`src/rtl/ddrio_tx_pkg.sv`:
```
// ============================================================================
// Module      : ddrio_tx_pkg
// Description : Shared types and constants for the DDR LVDS transmit framer.
// Revision    : 1.0 - initial release
// ============================================================================
`default_nettype none

package ddrio_tx_pkg;

    typedef enum logic [2:0] {
        ST_IDLE     = 3'd0,
        ST_PREAMBLE = 3'd1,
        ST_SYNC     = 3'd2,
        ST_DATA     = 3'd3,
        ST_CRC      = 3'd4,
        ST_POST     = 3'd5
    } tx_state_t;

    localparam logic [7:0] DEFAULT_SYNC_BYTE = 8'hB8;
    localparam logic [7:0] CRC_POLY          = 8'h07;

    // Bit positions inside the nibble presented on one clock.
    localparam int PAD0_P_BIT = 3;
    localparam int PAD0_N_BIT = 2;
    localparam int PAD1_P_BIT = 1;
    localparam int PAD1_N_BIT = 0;

    // Both pads drive p=1, n=0 during the preamble.
    localparam logic [3:0] PREAMBLE_NIBBLE = 4'b1010;

    function automatic logic [7:0] crc8_next(input logic [7:0] crc, input logic [7:0] data);
        logic [7:0] c;
        c = crc ^ data;
        for (int i = 0; i < 8; i++) begin
            c = c[7] ? ((c << 1) ^ CRC_POLY) : (c << 1);
        end
        return c;
    endfunction

endpackage

`default_nettype wire

```
`src/rtl/ddrio_lvds_tx_framer_if.sv`:
```
// ============================================================================
// Module      : ddrio_lvds_tx_framer_if
// Description : Byte stream (data/valid/last/ready) into the transmit framer.
// Revision    : 1.0 - initial release
// ============================================================================
`default_nettype none

interface ddrio_lvds_tx_framer_if;
    logic [7:0] s_data;
    logic       s_valid;
    logic       s_last;
    logic       s_ready;

    modport master (output s_data, output s_valid, output s_last, input s_ready);
    modport slave  (input s_data, input s_valid, input s_last, output s_ready);
endinterface

`default_nettype wire

```
`src/rtl/ddrio_tx_crc8.sv`:
```
// ============================================================================
// Module      : ddrio_tx_crc8
// Description : Byte-wide CRC-8 (poly 0x07, init 0) accumulator with clear.
// Revision    : 1.0 - initial release
// ============================================================================
`default_nettype none

module ddrio_tx_crc8
    import ddrio_tx_pkg::*;
(
    input  logic       clk,
    input  logic       rst,
    input  logic       i_clr,
    input  logic       i_en,
    input  logic [7:0] i_data,
    output logic [7:0] o_crc
);

    logic [7:0] r_crc;

    always_ff @(posedge clk) begin
        if (rst || i_clr) begin
            r_crc <= 8'h00;
        end else if (i_en) begin
            r_crc <= crc8_next(r_crc, i_data);
        end
    end

    assign o_crc = r_crc;

endmodule

`default_nettype wire

```
`src/rtl/ddrio_lvds_tx_framer.sv`:
```
// ============================================================================
// Module      : ddrio_lvds_tx_framer
// Description : Frames a byte stream onto a two-pad DDR LVDS pair with
//               preamble, sync byte and postamble. Optional CRC-8 trailer
//               when DDRIO_TX_CRC_EN is defined.
// Revision    : 1.0 - initial release
// ============================================================================
`default_nettype none

module ddrio_lvds_tx_framer
    import ddrio_tx_pkg::*;
#(
    parameter int         PREAMBLE_CYCLES = 4,
    parameter logic [7:0] SYNC_BYTE       = DEFAULT_SYNC_BYTE
) (
    input  logic                   clk,
    input  logic                   rst,
    input  logic                   tx_en,
    ddrio_lvds_tx_framer_if.slave  strm,
    output logic                   odp0,
    output logic                   odn0,
    output logic                   odp1,
    output logic                   odn1,
    output logic                   oen0,
    output logic                   oen1,
    output logic                   busy,
    output logic                   frame_done,
    output logic                   err_underrun
);

    localparam logic [3:0] c_pre_last = 4'(PREAMBLE_CYCLES);

    tx_state_t  r_state, w_state_nxt;
    logic       r_phase, w_phase_nxt;
    logic [3:0] r_cnt, w_cnt_nxt;
    logic [7:0] r_byte, w_byte_nxt;
    logic       r_last_taken, w_last_nxt;

    logic [3:0] r_nib, w_nib_nxt;
    logic       r_oen, w_oen_nxt;
    logic       r_ready, w_ready_nxt;
    logic       r_busy, w_busy_nxt;
    logic       r_done, w_done_nxt;
    logic       r_undr, w_undr_nxt;

    logic       w_accept;
    logic       w_underrun;

    assign w_accept   = r_ready && strm.s_valid;
    assign w_underrun = r_ready && !strm.s_valid;

`ifdef DDRIO_TX_CRC_EN
    logic [7:0] w_crc;

    ddrio_tx_crc8 u_crc (
        .clk    (clk),
        .rst    (rst),
        .i_clr  (r_state == ST_IDLE),
        .i_en   (w_accept),
        .i_data (strm.s_data),
        .o_crc  (w_crc)
    );
`endif

    always_ff @(posedge clk) begin
        if (rst) begin
            r_state      <= ST_IDLE;
            r_phase      <= 1'b0;
            r_cnt        <= 4'd0;
            r_byte       <= 8'h00;
            r_last_taken <= 1'b0;
            r_nib        <= 4'h0;
            r_oen        <= 1'b1;
            r_ready      <= 1'b0;
            r_busy       <= 1'b0;
            r_done       <= 1'b0;
            r_undr       <= 1'b0;
        end else begin
            r_state      <= w_state_nxt;
            r_phase      <= w_phase_nxt;
            r_cnt        <= w_cnt_nxt;
            r_byte       <= w_byte_nxt;
            r_last_taken <= w_last_nxt;
            r_nib        <= w_nib_nxt;
            r_oen        <= w_oen_nxt;
            r_ready      <= w_ready_nxt;
            r_busy       <= w_busy_nxt;
            r_done       <= w_done_nxt;
            r_undr       <= w_undr_nxt;
        end
    end

    always_comb begin
        w_state_nxt = r_state;
        w_phase_nxt = r_phase;
        w_cnt_nxt   = r_cnt;
        w_byte_nxt  = r_byte;
        w_last_nxt  = r_last_taken;
        w_done_nxt  = 1'b0;
        w_undr_nxt  = 1'b0;

        case (r_state)
            ST_IDLE: begin
                w_phase_nxt = 1'b0;
                w_last_nxt  = 1'b0;
                w_cnt_nxt   = 4'd1;
                if (tx_en && strm.s_valid) begin
                    w_state_nxt = ST_PREAMBLE;
                end
            end
            ST_PREAMBLE: begin
                if (r_cnt == c_pre_last) begin
                    w_state_nxt = ST_SYNC;
                    w_byte_nxt  = SYNC_BYTE;
                end else begin
                    w_cnt_nxt = r_cnt + 4'd1;
                end
            end
            ST_SYNC, ST_DATA: begin
                w_phase_nxt = ~r_phase;
                if (r_phase) begin
                    if (w_accept) begin
                        w_state_nxt = ST_DATA;
                        w_byte_nxt  = strm.s_data;
                        w_last_nxt  = strm.s_last;
                    end else if (w_underrun) begin
                        w_state_nxt = ST_POST;
                        w_undr_nxt  = 1'b1;
                    end else begin
                        // Only reachable once the last byte has been fully sent.
`ifdef DDRIO_TX_CRC_EN
                        w_state_nxt = ST_CRC;
                        w_byte_nxt  = w_crc;
`else
                        w_state_nxt = ST_POST;
                        w_done_nxt  = 1'b1;
`endif
                    end
                end
            end
`ifdef DDRIO_TX_CRC_EN
            ST_CRC: begin
                w_phase_nxt = ~r_phase;
                if (r_phase) begin
                    w_state_nxt = ST_POST;
                    w_done_nxt  = 1'b1;
                end
            end
`endif
            ST_POST: begin
                w_state_nxt = ST_IDLE;
            end
            default: begin
                w_state_nxt = ST_IDLE;
            end
        endcase

        // Output registers are loaded from the next state so they line up with it.
        w_nib_nxt = 4'h0;
        if (w_state_nxt == ST_PREAMBLE) begin
            w_nib_nxt = PREAMBLE_NIBBLE;
        end else if (w_state_nxt == ST_SYNC || w_state_nxt == ST_DATA || w_state_nxt == ST_CRC) begin
            w_nib_nxt = w_phase_nxt ? w_byte_nxt[3:0] : w_byte_nxt[7:4];
        end
        w_oen_nxt   = (w_state_nxt == ST_IDLE);
        w_busy_nxt  = (w_state_nxt != ST_IDLE);
        w_ready_nxt = (w_state_nxt == ST_SYNC || w_state_nxt == ST_DATA) && w_phase_nxt && !w_last_nxt;
    end

    assign odp0         = r_nib[PAD0_P_BIT];
    assign odn0         = r_nib[PAD0_N_BIT];
    assign odp1         = r_nib[PAD1_P_BIT];
    assign odn1         = r_nib[PAD1_N_BIT];
    assign oen0         = r_oen;
    assign oen1         = r_oen;
    assign strm.s_ready = r_ready;
    assign busy         = r_busy;
    assign frame_done   = r_done;
    assign err_underrun = r_undr;

endmodule

`default_nettype wire
```
`src/flat_wrapper.sv`:
```
// flat-port wrapper written by rule: the top's interface ports become plain ports
module ddrio_lvds_tx_framer_flat import ddrio_tx_pkg::*;
#(
    parameter int         PREAMBLE_CYCLES = 4,
    parameter logic [7:0] SYNC_BYTE       = DEFAULT_SYNC_BYTE
)
  (clk, rst, tx_en, odp0, odn0, odp1, odn1, oen0, oen1, busy, frame_done, err_underrun, strm_s_data, strm_s_valid, strm_s_last, strm_s_ready);
  ddrio_lvds_tx_framer_if strm_i ();
  input  logic clk;
  input  logic rst;
  input  logic tx_en;
  output logic odp0;
  output logic odn0;
  output logic odp1;
  output logic odn1;
  output logic oen0;
  output logic oen1;
  output logic busy;
  output logic frame_done;
  output logic err_underrun;
  input wire logic [$bits(strm_i.s_data)-1:0] strm_s_data;
  input wire logic [$bits(strm_i.s_valid)-1:0] strm_s_valid;
  input wire logic [$bits(strm_i.s_last)-1:0] strm_s_last;
  output wire logic [$bits(strm_i.s_ready)-1:0] strm_s_ready;
  assign strm_i.s_data = strm_s_data;
  assign strm_i.s_valid = strm_s_valid;
  assign strm_i.s_last = strm_s_last;
  assign strm_s_ready = strm_i.s_ready;
  ddrio_lvds_tx_framer #(.PREAMBLE_CYCLES(PREAMBLE_CYCLES), .SYNC_BYTE(SYNC_BYTE)) u_core (.clk(clk), .rst(rst), .tx_en(tx_en), .strm(strm_i), .odp0(odp0), .odn0(odn0), .odp1(odp1), .odn1(odn1), .oen0(oen0), .oen1(oen1), .busy(busy), .frame_done(frame_done), .err_underrun(err_underrun));
endmodule
```
`config.mk`:
```
export PLATFORM = sky130hd
export DESIGN_NAME = ddrio_lvds_tx_framer_flat
export DESIGN_NICKNAME = d
export VERILOG_FILES = /design/src/rtl/ddrio_tx_pkg.sv /design/src/rtl/ddrio_lvds_tx_framer_if.sv /design/src/rtl/ddrio_tx_crc8.sv /design/src/rtl/ddrio_lvds_tx_framer.sv /design/src/flat_wrapper.sv
export SDC_FILE = /design/constraint.sdc
export NUM_CORES = 1
export LEC_CHECK = 0
export BUFFER_PORTS_ARGS = -buffer_cell sky130_fd_sc_hd__buf_2
export CORE_ASPECT_RATIO = 2
export CORE_UTILIZATION = 30
export CTS_CLUSTER_SIZE = 16
export DETAILED_ROUTE_END_ITERATION = 10
export HOLD_SLACK_MARGIN = 0.12
export PLACE_DENSITY = 0.56
export SKIP_CTS_REPAIR_TIMING = 1
export SLEW_MARGIN = 20
export SYNTH_ARGS = -nofsm -noshare
export SYNTH_HDL_FRONTEND = slang
export SYNTH_SLANG_ARGS = --single-unit
export TNS_END_PERCENT = 5
```
`constraint.sdc`:
```
create_clock -name clk -period 2.5 [get_ports clk]
set_input_delay 0.125 -clock clk [delete_from_list [all_inputs] [get_ports clk]]
set_output_delay 0.125 -clock clk [all_outputs]
set_load 0.01 [all_outputs]
```
# Word level (Yosys, flattened, before mapping)
# Index checks and enable logic that the tools add are counted.
# classes
bitwise	3
muxes	20
eq_ne	9
add_sub_neg	1
n_reduce_logical	17
# op_table
operator	count
$mux 8	3
$mux 4	4
$pmux 8 s2	1
$eq 3x2->1 const B	4
$mux 3	4
$pmux 3 s3	1
$pmux 4 s2	1
$eq 3x1->1 const B	2
$logic_not 3->1	2
$logic_and 1x1->1	5
$add 4x1->4 const B	1
$eq 4x3->1 const B	1
$mux 1	4
$pmux 1 s2	2
$reduce_or 4->1	1
$eq 3x3->1 const B	1
$not 1->1	3
$reduce_bool 3->1	1
$reduce_or 3->1	1
$logic_not 1->1	2
$logic_or 1x1->1	2
$ne 2x2->1 const B	1
$reduce_and 2->1	1
$reduce_bool 2->1	1
$reduce_or 2->1	1
# word_totals
word_cells	62
regBits	26
out_inout_bits	10
inputBits	13

# Longest topological paths before layout
# Gate-level depths: netlist of the first run.
# logic_depth
word_depth	9
depth_mapped	7
depth_no_buf	7

# Worst setup path before layout of the first run
# No wires, ideal clock.
# synth_path
path_type	register -> register
startpoint	register u_core.r_cnt[0]
endpoint	register u_core.r_nib[1]
setup_time_ns	0.095
path_buffers	0
period_less_slack_ns	1.525
arrival_time_ns	1.430
path_slack_ns	0.975
required_ns	2.405
path_stages_with_launch	7
path_cell_list	dfxtp_1 inv_1 ha_1 nand4b_1 a211oi_2 nand2_1 o311ai_1
# synth_via
elab_chain_cells	8
elab_cells_between_ends	14
cone_classes	eq/ne: 5; mux: 7; reduce/logical: 2
# synth_rtl
element	line	rtl
start: declaration	ddrio_lvds_tx_framer.sv:35	logic [3:0] r_cnt, w_cnt_nxt;
start signal: assignment	ddrio_lvds_tx_framer.sv:81	r_cnt <= w_cnt_nxt;
$eq 4x3->1 (*)	ddrio_lvds_tx_framer.sv:112	if (r_cnt == c_pre_last) begin
$mux 3	ddrio_lvds_tx_framer.sv:112	
$pmux 3 s3	ddrio_lvds_tx_framer.sv:102	case (r_state)
$eq 3x2->1	ddrio_lvds_tx_framer.sv:162	end else if (w_state_nxt == ST_SYNC || w_state_nxt == ST_DATA || w_state_nxt == ST_CRC) begin
$logic_or 1x1->1 (2 in a row)	ddrio_lvds_tx_framer.sv:162	
$mux 4	ddrio_lvds_tx_framer.sv:162	
$mux 4 (*)	ddrio_lvds_tx_framer.sv:160	if (w_state_nxt == ST_PREAMBLE) begin
end signal: assignment	ddrio_lvds_tx_framer.sv:84	r_nib <= w_nib_nxt;
end: declaration	ddrio_lvds_tx_framer.sv:39	logic [3:0] r_nib, w_nib_nxt;
# Mark *: on every way between the ends. The rest lies on a longest branch, timed or not.
# A chain may end at the register's enable or synchronous reset.

# Worst setup path in the final report of the first run
# layout_path
startpoint	register u_core.r_state[1]
endpoint	register u_core.r_nib[3]
# layout_via
elab_chain_cells	8
elab_cells_between_ends	20
cone_classes	eq/ne: 7; mux: 9; reduce/logical: 4
# layout_rtl
element	line	rtl
start: declaration	ddrio_lvds_tx_framer.sv:33	tx_state_t r_state, w_state_nxt;
start signal: assignment	ddrio_lvds_tx_framer.sv:79	r_state <= w_state_nxt;
$eq 3x2->1	ddrio_lvds_tx_framer.sv:102	
$reduce_or 2->1	ddrio_lvds_tx_framer.sv:102	
$pmux 3 s3	ddrio_lvds_tx_framer.sv:102	
$eq 3x2->1	ddrio_lvds_tx_framer.sv:162	
$logic_or 1x1->1 (2 in a row)	ddrio_lvds_tx_framer.sv:162	
$mux 4	ddrio_lvds_tx_framer.sv:162	
$mux 4 (*)	ddrio_lvds_tx_framer.sv:160	
# Marked as above.

==> flow_metrics.tcl, run 1 <==
set metrics [dict create \
    status "finished clean" \
    slew-limit-headroom_pct 64.7 \
    hold_path.class "input port to register" \
    clk_transition_reported_paths_ps 90 \
    avgSynthCellArea_sq_um 9.19 \
    routed_wl_mm 2.92 \
    finalCritPeriodShare_pct 70.4 \
    core_sq_mm 0.00380 \
    stdcell_area_sq_mm 0.00142 \
    period_needed_ps 1760 \
    leakagePower_nw 0.519 \
    grt_usage_pct 15.7 \
    worstSetupStartpointType "register" \
    finalClockSkew_ps 1.47 \
    dp_cells 198 \
    gp_congestion 0.805 \
    antenna_found_initial 0 \
    instances_no_fill 204 \
    r2r-start "u_core.r_state[1]$_SDFF_PP0_" \
    cts_max_path_buffers 2 \
    dpl_cell_area_sq_mm 0.00133 \
    setup_tns_ps 0 \
    rows 32 \
    syn_nets 144 \
    nNetsFinal 169 \
    rsz0062_at_grt "false" \
    ys_warn_count 0 \
    crit_required_ps 2650 \
    cts_tree "done" \
    start_util_pct 31.2 \
    hold_viol_final 0 \
    setup_violations 0 \
    powerDensity_mw_per_mm2 585 \
    vias 1037 \
    routedWlPerCell_um 14.3 \
    drt_iter0_drc 37 \
    grt_pass1_vias 1049 \
    hpwl_mm 2.36 \
    ant_nets 0 \
    max_freq_ghz 0.568 \
    die_height_um 90.9 \
    worstPathMaxFanout 9 \
    synth_seq_cells 26 \
    final_common_cell "dfxtp_1" \
    grt_max_degree 17 \
    via_per_inst 5.08 \
    netlist-cell-type-count 47 \
    layout-drive-gt1-share_pct 22.2 \
    crit_start "u_core.r_state[1]$_SDFF_PP0_" \
    grt.overflow.total 0 \
    critical_path_class "register to register" \
    final_cell_mix "26 x dfxtp_1, 22 x buf_2, 15 x nor2_1" \
    h-tree-depth 1 \
    crit_arrival_ps 1910 \
    die_w_um 46.5 \
    synthFlopType "dfxtp_1" \
    ys_async_sr_fraction_pct 0 \
    synth_cells 129 \
    floorplan.io_pins 23 \
    min_from "strm_s_data[3]" \
    syn_area_sq_mm 0.00119 \
    syn_to_final_growth_pct 19.5 \
    die_area_sq_mm 0.00422 \
    port_buffers 22 \
    tightest_slew_ps 525 \
    synth-edff-count 0 \
    filler_cell_count 404 \
    grt_first_pass_wirelength_mm 4.80 \
    route.detailed.drc 0 \
    ir_drop_uv 293 \
    drv_slew 0 \
    clk_latency_ps 260 \
    cts_sinks 26 \
    ys_seq_area_share_pct 43.9 \
    numCtsBuffers 3 \
    worstSetupEndpointType "register" \
    maxCapViolations 0 \
    firstDrtPassIters 4 \
    n_antenna_cell 0 \
    clock-root-buffer "clkbuf_8" \
]
cell type report:
type,instances,area (sq um),area share (%)
multi-input combinational,92,606,42.7
sequential,26,520,36.7
timing repair buffer,24,130,9.18
tap,51,63.8,4.50
clock buffer,3,41.3,2.91
clock inverter,1,30.0,2.12
inverter,7,26.3,1.85
power by group:
| part | internal, mW | total (mW) | switching, mW | leakage (nW) |
|---|---|---|---|---|
| combinational | 0.0236 | 0.0539 | 0.0304 | 0.273 |
| clock | 0.214 | 0.348 | 0.134 | 0.0357 |
| sequential | 0.422 | 0.428 | 0.00585 | 0.211 |
routing by layer:
metal | up-vias | track usage (%) | share of wire, %
met5 | - | 0 | 0
met4 | 0 | 10.8 | 5.3
met3 | 10 | 2.80 | 2.6
met2 | 21 | 27.4 | 57
met1 | 487 | 15.0 | 35
li1 | 519 | - | -
logic make-up after synthesis:
kind of cell               synth area share (%)
xor gates and xnor gates                  0.739
DFF                                        43.9
buffers and inverters                      5.06
and+or+nand+nor                            25.6
adders and majority gates                  2.11
AOI/OAI and AO/OA                          20.9
muxes                                      1.69
synth_stat cells, types with 2 or more instances:
cell type   n  area share [%]
or2_2       2             1.1
nand2_1    10             3.2
a21oi_1     5             2.1
a211oi_1    2             1.3
nand3_1     8             3.4
o21ai_0     2            0.84
buf_6       2             1.9
nor3_1      3             1.3
nand3b_1    3             1.9
dfxtp_1    26              44
a31oi_1     2             1.1
a21o_1      2             1.3
o22ai_1     2             1.1
nor2_1     15             4.7
a22oi_1     3             1.9
inv_1       6             1.9
a221oi_1    2             1.5
nand2b_1    3             1.6
mux2i_1     2             1.7
ha_1        2             2.1
stage by stage:
stage	total power, mW	setup slack [ps]	utilization (%)	hold slack [ps]
detailed placement	0.489	769	34.9	364
global placement	0.487	796	34.9	369
global route	0.870	546	37.3	133
CTS	0.836	757	36.7	75.6
finish	0.829	740	37.3	124
floorplan	0.464	975	-	198
worst paths after layout:
path                                                     to  slack, ps  depth (start not counted)
worst min register to register  u_core.r_byte[3]$_SDFF_PP0_        500                          2
worst max register to register   u_core.r_nib[3]$_SDFF_PP0_        740                          4
worst max-delay path             u_core.r_nib[3]$_SDFF_PP0_        740                          4
worst min-delay path            u_core.r_byte[3]$_SDFF_PP0_        120                          3
worst max-delay path, cell delays in order, from the launching register on:
cell and delay, ps:
dfxtp_1 500, nand2b_1 290, a22o_4 360, a2111oi_2 390, o31ai_1 110
sequential cells by signal, indices dropped and copies added, names as in the netlist, 3 cells and up:
name            flops
u_core.r_byte       8
u_core.r_cnt        4
u_core.r_nib        4
u_core.r_state      3
(Power assumes the default switching activity.)
==> run 2, diff against run 1 <==
clock period = 1.8 ns   (was 2.5 ns; I/O delays follow)
==> run 2 against run 1 <==
  * Non-clock buffer count up 9
  * Flip-flop and latch count did not move
  * Die area unchanged
  * Clock-buffer cell count unchanged
  * Combinational power up 54%
  * Sequential share of layout area shrank 1.9 points
  * Clock skew grew 3.7 ps
  * Total power rose by 42%
  * Critical path type unchanged
  * Critical endpoint unchanged
  * Largest power group unchanged
==> flow_metrics.tcl, run 2 (same netlist as run 1, synthesis figures left out) <==
set metrics [dict create \
    route.detailed.drc 0 \
    whs_path_depth 3 \
    min_from "strm_s_data[2]" \
    largest_register "u_core.r_byte" \
    period_needed_ps 1700 \
    min_to "u_core.r_byte[2]$_SDFF_PP0_" \
    critical_path_class "register to register" \
    clock-root-buffer "clkbuf_8" \
    rows 32 \
    cp_top_family "compound AO/OA/AOI/OAI gates" \
    tightest_slew_ps 541 \
    slowest_stage "dfxtp_1" \
    cts_max_path_buffers 2 \
    die_w_um 46.5 \
    grt_pass1_vias 1065 \
    powerDensity_mw_per_mm2 782 \
    top_regs "u_core.r_byte (8), u_core.r_cnt (4), u_core.r_nib (4)" \
    start_util_pct 31.2 \
    max_freq_ghz 0.588 \
    routed_wl_mm 3.06 \
    firstDrtPassIters 4 \
    cts_tree "done" \
    drt_iter0_drc 20 \
    nNetsFinal 178 \
    largest_reg_flops 8 \
    core_sq_mm 0.00380 \
    slew-limit-headroom_pct 63.6 \
    worstSetupEndpointType "register" \
    rsz0062_at_grt "false" \
    die_height_um 90.9 \
    n_antenna_cell 0 \
    vias 1066 \
    status "finished clean" \
    critPathBufInv 0 \
    worstSetupStartpointType "register" \
    setup_tns_ps 0 \
    crit_arrival_ps 1870 \
    reg2reg_depth 4 \
    r2r-start "u_core.r_state[2]$_SDFF_PP0_" \
    h-tree-depth 1 \
    crit_path_max_incr_delay_ps 420 \
    floorplan.io_pins 23 \
    hpwl_mm 2.36 \
    crit_required_ps 1970 \
    gp_congestion 0.875 \
    maxCapViolations 0 \
    hold_path.class "input port to register" \
    r2r-end "u_core.r_nib[3]$_SDFF_PP0_" \
    ant_nets 0 \
    finalCritPeriodShare_pct 94.5 \
    setup_violations 0 \
    final_cell_mix "24 x dfxtp_1, 22 x buf_2, 15 x nor2_1" \
    ir_drop_uv 467 \
    drv_slew 0 \
    routedWlPerCell_um 14.3 \
    instances_no_fill 213 \
    leakagePower_nw 0.562 \
    grt_max_degree 17 \
    die_area_sq_mm 0.00422 \
    finalClockSkew_ps 5.20 \
    layout-drive-gt1-share_pct 25.3 \
    path_cells "nand2b_2 -> a22o_4 -> a2111oi_2 -> o31ai_1" \
    port_buffers 22 \
    grt.overflow.total 0 \
    via_per_inst 5.00 \
    clk_latency_ps 280 \
    cts_sinks 26 \
    grt_first_pass_wirelength_mm 4.89 \
    worstPathMaxFanout 9 \
    dp_cells 202 \
    syn_to_final_growth_pct 26.7 \
    hold_viol_final 0 \
    numCtsBuffers 3 \
    grt_usage_pct 16.1 \
    reg2reg_setup_slack_ps 100 \
    antenna_found_initial 0 \
    final_common_cell "dfxtp_1" \
    clk_transition_reported_paths_ps 100 \
]
run 2: changes by cell type in the layout (fill, tap and decap cells not counted):
cell	before	now
buf_4	0	4
dfxtp_1	26	24
dfxtp_2	0	2
dlygate4sd3_1	2	7
nand2b_1	3	2
nand2b_2	0	1
run 2: power breakdown:
group | switching, mW | leakage (nW) | internal [mW]
clock network | 0.200 | 0.0357 | 0.298
registers | 0.00844 | 0.212 | 0.586
logic | 0.0431 | 0.314 | 0.0397
total | 0.252 | 0.562 | 0.924
run 2: stage by stage:
stage | power [mW] | area, sq um | util (%) | hold WS, ps | setup slack [ps]
2_1_floorplan | 0.644 | 1190 | - | 163 | 275
3_3_place_gp | 0.678 | 1360 | 35.7 | 338 | -39.5
3_5_place_dp | 0.679 | 1360 | 35.7 | 341 | 18.6
4_1_cts | 1.17 | 1430 | 37.5 | 42.9 | -6.77
5_1_grt | 1.21 | 1500 | 39.5 | 132 | 19.4
6_report | 1.18 | 1500 | 39.5 | 89.4 | 98.1
run 2: worst max path at each step:
stage	from	to	slack, ps	depth (start not counted)
after floorplan	u_core.r_cnt[0]$_SDFFE_PP0P_	u_core.r_nib[1]$_SDFF_PP0_	270	6
after global placement	u_core.r_state[1]$_SDFF_PP0_	u_core.r_nib[3]$_SDFF_PP0_	-40	4
after detailed placement	u_core.r_state[1]$_SDFF_PP0_	u_core.r_nib[3]$_SDFF_PP0_	20	4
after CTS	u_core.r_state[1]$_SDFF_PP0_	u_core.r_nib[3]$_SDFF_PP0_	-7	4
after global routing	u_core.r_state[2]$_SDFF_PP0_	u_core.r_nib[0]$_SDFF_PP0_	20	4
final	u_core.r_state[2]$_SDFF_PP0_	u_core.r_nib[3]$_SDFF_PP0_	100	4
run 2: routing by layer:
layer	up-vias	GRT usage, %	share of wire, %
li1	532	-	-
met3	5	2.00	1.9
met5	-	0	0
met4	0	7.35	2.3
met2	19	30.1	58
met1	510	15.6	38
run 2: layout make-up:
type / count / area, sq um
multi-input cells: 92 / 608
flip-flops and latches: 26 / 523
inverters: 7 / 26.3
repair buffers: 33 / 210
well taps: 51 / 63.8
clock buffers: 3 / 41.3
fillers: 410 / 2300
clock inverters: 1 / 30.0
run 2: worst reg2reg max path: cells and delay by family, from the launching register on:
family,cells,cell delay (ps)
simple gates,1,340
compound gates,3,830
flops,1,420
==> run 3, diff against run 2 <==
SETUP_SLACK_MARGIN = 0.3   (was not set)
==> run 3 against run 2 <==
  * Cell count is 4.7% higher
  * Clock-buffer cell count is 1 higher
  * Core utilization is 4.5 points higher
  * Die area stayed put
  * Clock power is 24% lower
  * Clock skew hardly changed
  * Critical path type unchanged
==> flow_metrics.tcl, run 3 (same netlist as run 1, synthesis figures left out) <==
set metrics [dict create \
    min_to "u_core.r_byte[7]$_SDFF_PP0_" \
    firstDrtPassIters 6 \
    worstPathMaxFanout 4 \
    status "finished clean" \
    dp_cells 201 \
    ant_nets 0 \
    instances_no_fill 223 \
    dr_wl_met2_mm 1.92 \
    port_buffers 22 \
    reg2reg_depth 6 \
    rows 32 \
    crit_arrival_ps 1730 \
    h-tree-depth 1 \
    hpwl_mm 2.37 \
    vias 1189 \
    slew-limit-headroom_pct 56.9 \
    syn_to_final_growth_pct 41.1 \
    rsz0062_at_grt "true" \
    gp_congestion 0.840 \
    maxCapViolations 0 \
    hold_viol_final 0 \
    floorplan.io_pins 23 \
    finalClockSkew_ps 5.08 \
    grt_usage_pct 15.5 \
    numCtsBuffers 3 \
    drt_iter0_drc 41 \
    tightest_slew_ps 641 \
    r2r-end "u_core.r_nib[3]$_SDFF_PP0_" \
    ir_drop_uv 310 \
    final_cell_mix "22 x buf_2, 21 x dfxtp_1, 15 x nor2_1" \
    routedWlPerCell_um 15.2 \
    critical_path_class "register to register" \
    largest_reg_flops 8 \
    die_height_um 90.9 \
    wl_met1_mm 1.17 \
    cts_sinks 26 \
    n_antenna_cell 0 \
    nNetsFinal 188 \
    crit_required_ps 1990 \
    leakagePower_nw 0.625 \
    clk_transition_reported_paths_ps 90 \
    die_w_um 46.5 \
    reg2reg_setup_slack_ps 250 \
    final_common_cell "buf_2" \
    routed_wl_mm 3.39 \
    die_area_sq_mm 0.00422 \
    via_per_inst 5.33 \
    r2r-start "u_core.r_cnt[1]$_SDFFE_PP0P_" \
    finalCritPeriodShare_pct 85.9 \
    clk_latency_ps 270 \
    maxUsedRoutingLayer "met4" \
    layout-drive-gt1-share_pct 39.5 \
    filler_cell_count 367 \
    drv_slew 0 \
    largest_register "u_core.r_byte" \
    grt_pass1_vias 1013 \
    min_from "strm_s_data[7]" \
    antenna_found_initial 0 \
    period_needed_ps 1550 \
    start_util_pct 31.2 \
    dr_wl_met3_um 177 \
    worstSetupEndpointType "register" \
    top_regs "u_core.r_byte (8), u_core.r_cnt (4), u_core.r_nib (4)" \
    whs_path_depth 3 \
    clock-root-buffer "clkbuf_8" \
    worstSetupStartpointType "register" \
    setup_tns_ps 0 \
    hold_path.class "input port to register" \
    cts_max_path_buffers 2 \
    core_sq_mm 0.00380 \
    setup_violations 0 \
    grt_max_degree 17 \
    grt_first_pass_wirelength_mm 4.77 \
    powerDensity_mw_per_mm2 635 \
    grt.overflow.total 0 \
    route.detailed.drc 0 \
    max_freq_ghz 0.646 \
    cts_tree "done" \
]
## run 3: cell count changes in the layout (fill, tap and decap cells not counted), sizes merged
cell,change
bufinv,-1
clkbuf,+1
dlygate4sd3,-1
buf,+11
## run 3: worst max-delay path by stage
stage                                       from  slack (ps)  cells after the start                         end
finish              u_core.r_cnt[1]$_SDFFE_PP0P_         250                      6  u_core.r_nib[3]$_SDFF_PP0_
global route        u_core.r_cnt[1]$_SDFFE_PP0P_         190                      7  u_core.r_nib[1]$_SDFF_PP0_
CTS                 u_core.r_state[1]$_SDFF_PP0_          40                      4  u_core.r_nib[3]$_SDFF_PP0_
detailed placement  u_core.r_state[1]$_SDFF_PP0_          40                      4  u_core.r_nib[3]$_SDFF_PP0_
global placement    u_core.r_state[1]$_SDFF_PP0_          50                      4  u_core.r_nib[3]$_SDFF_PP0_
floorplan           u_core.r_state[2]$_SDFF_PP0_         300                      6  u_core.r_nib[3]$_SDFF_PP0_
## run 3: power breakdown
| group | leakage, nW | switching, mW | internal, mW |
|---|---|---|---|
| Sequential | 0.214 | 0.00845 | 0.583 |
| Clock | 0.0288 | 0.181 | 0.196 |
| Combinational | 0.382 | 0.0488 | 0.0472 |
## run 3: cell type report
class | count | area, sq um | area share, %
clock buffers | 4 | 55.1 | 3.29
inverters | 7 | 26.3 | 1.57
multi-input cells | 92 | 699 | 41.8
flip-flops and latches | 26 | 534 | 31.9
well taps | 51 | 63.8 | 3.81
repair buffers | 43 | 295 | 17.6
## run 3: routing by layer
metal / vias up / track usage, %
li1: 550 / -
met5: - / 0
met4: 0 / 6.37
met1: 570 / 15.8
met2: 54 / 28.4
met3: 15 / 2.20
## run 3: through the flow
| stage | area, sq um | setup slack, ps | util, % | hold WS, ps | total power, mW |
|---|---|---|---|---|---|
| 4_1_cts | 1400 | 35.2 | 36.9 | 48.6 | 1.05 |
| 2_1_floorplan | 1190 | 299 | - | 163 | 0.644 |
| 3_5_place_dp | 1350 | 44.8 | 35.5 | 338 | 0.679 |
| 5_1_grt | 1670 | 194 | 44.0 | 122 | 1.10 |
| 6_report | 1670 | 253 | 44.0 | 96.1 | 1.06 |
| 3_3_place_gp | 1350 | 48.3 | 35.5 | 338 | 0.677 |
## run 3: critical path, cell delays in order, from the launching register on
cell and delay, ps:
dfxtp_2 350, inv_2 70, ha_4 130, nand4b_1 170, a211oi_2 330, nand2_2 140, o31ai_2 270
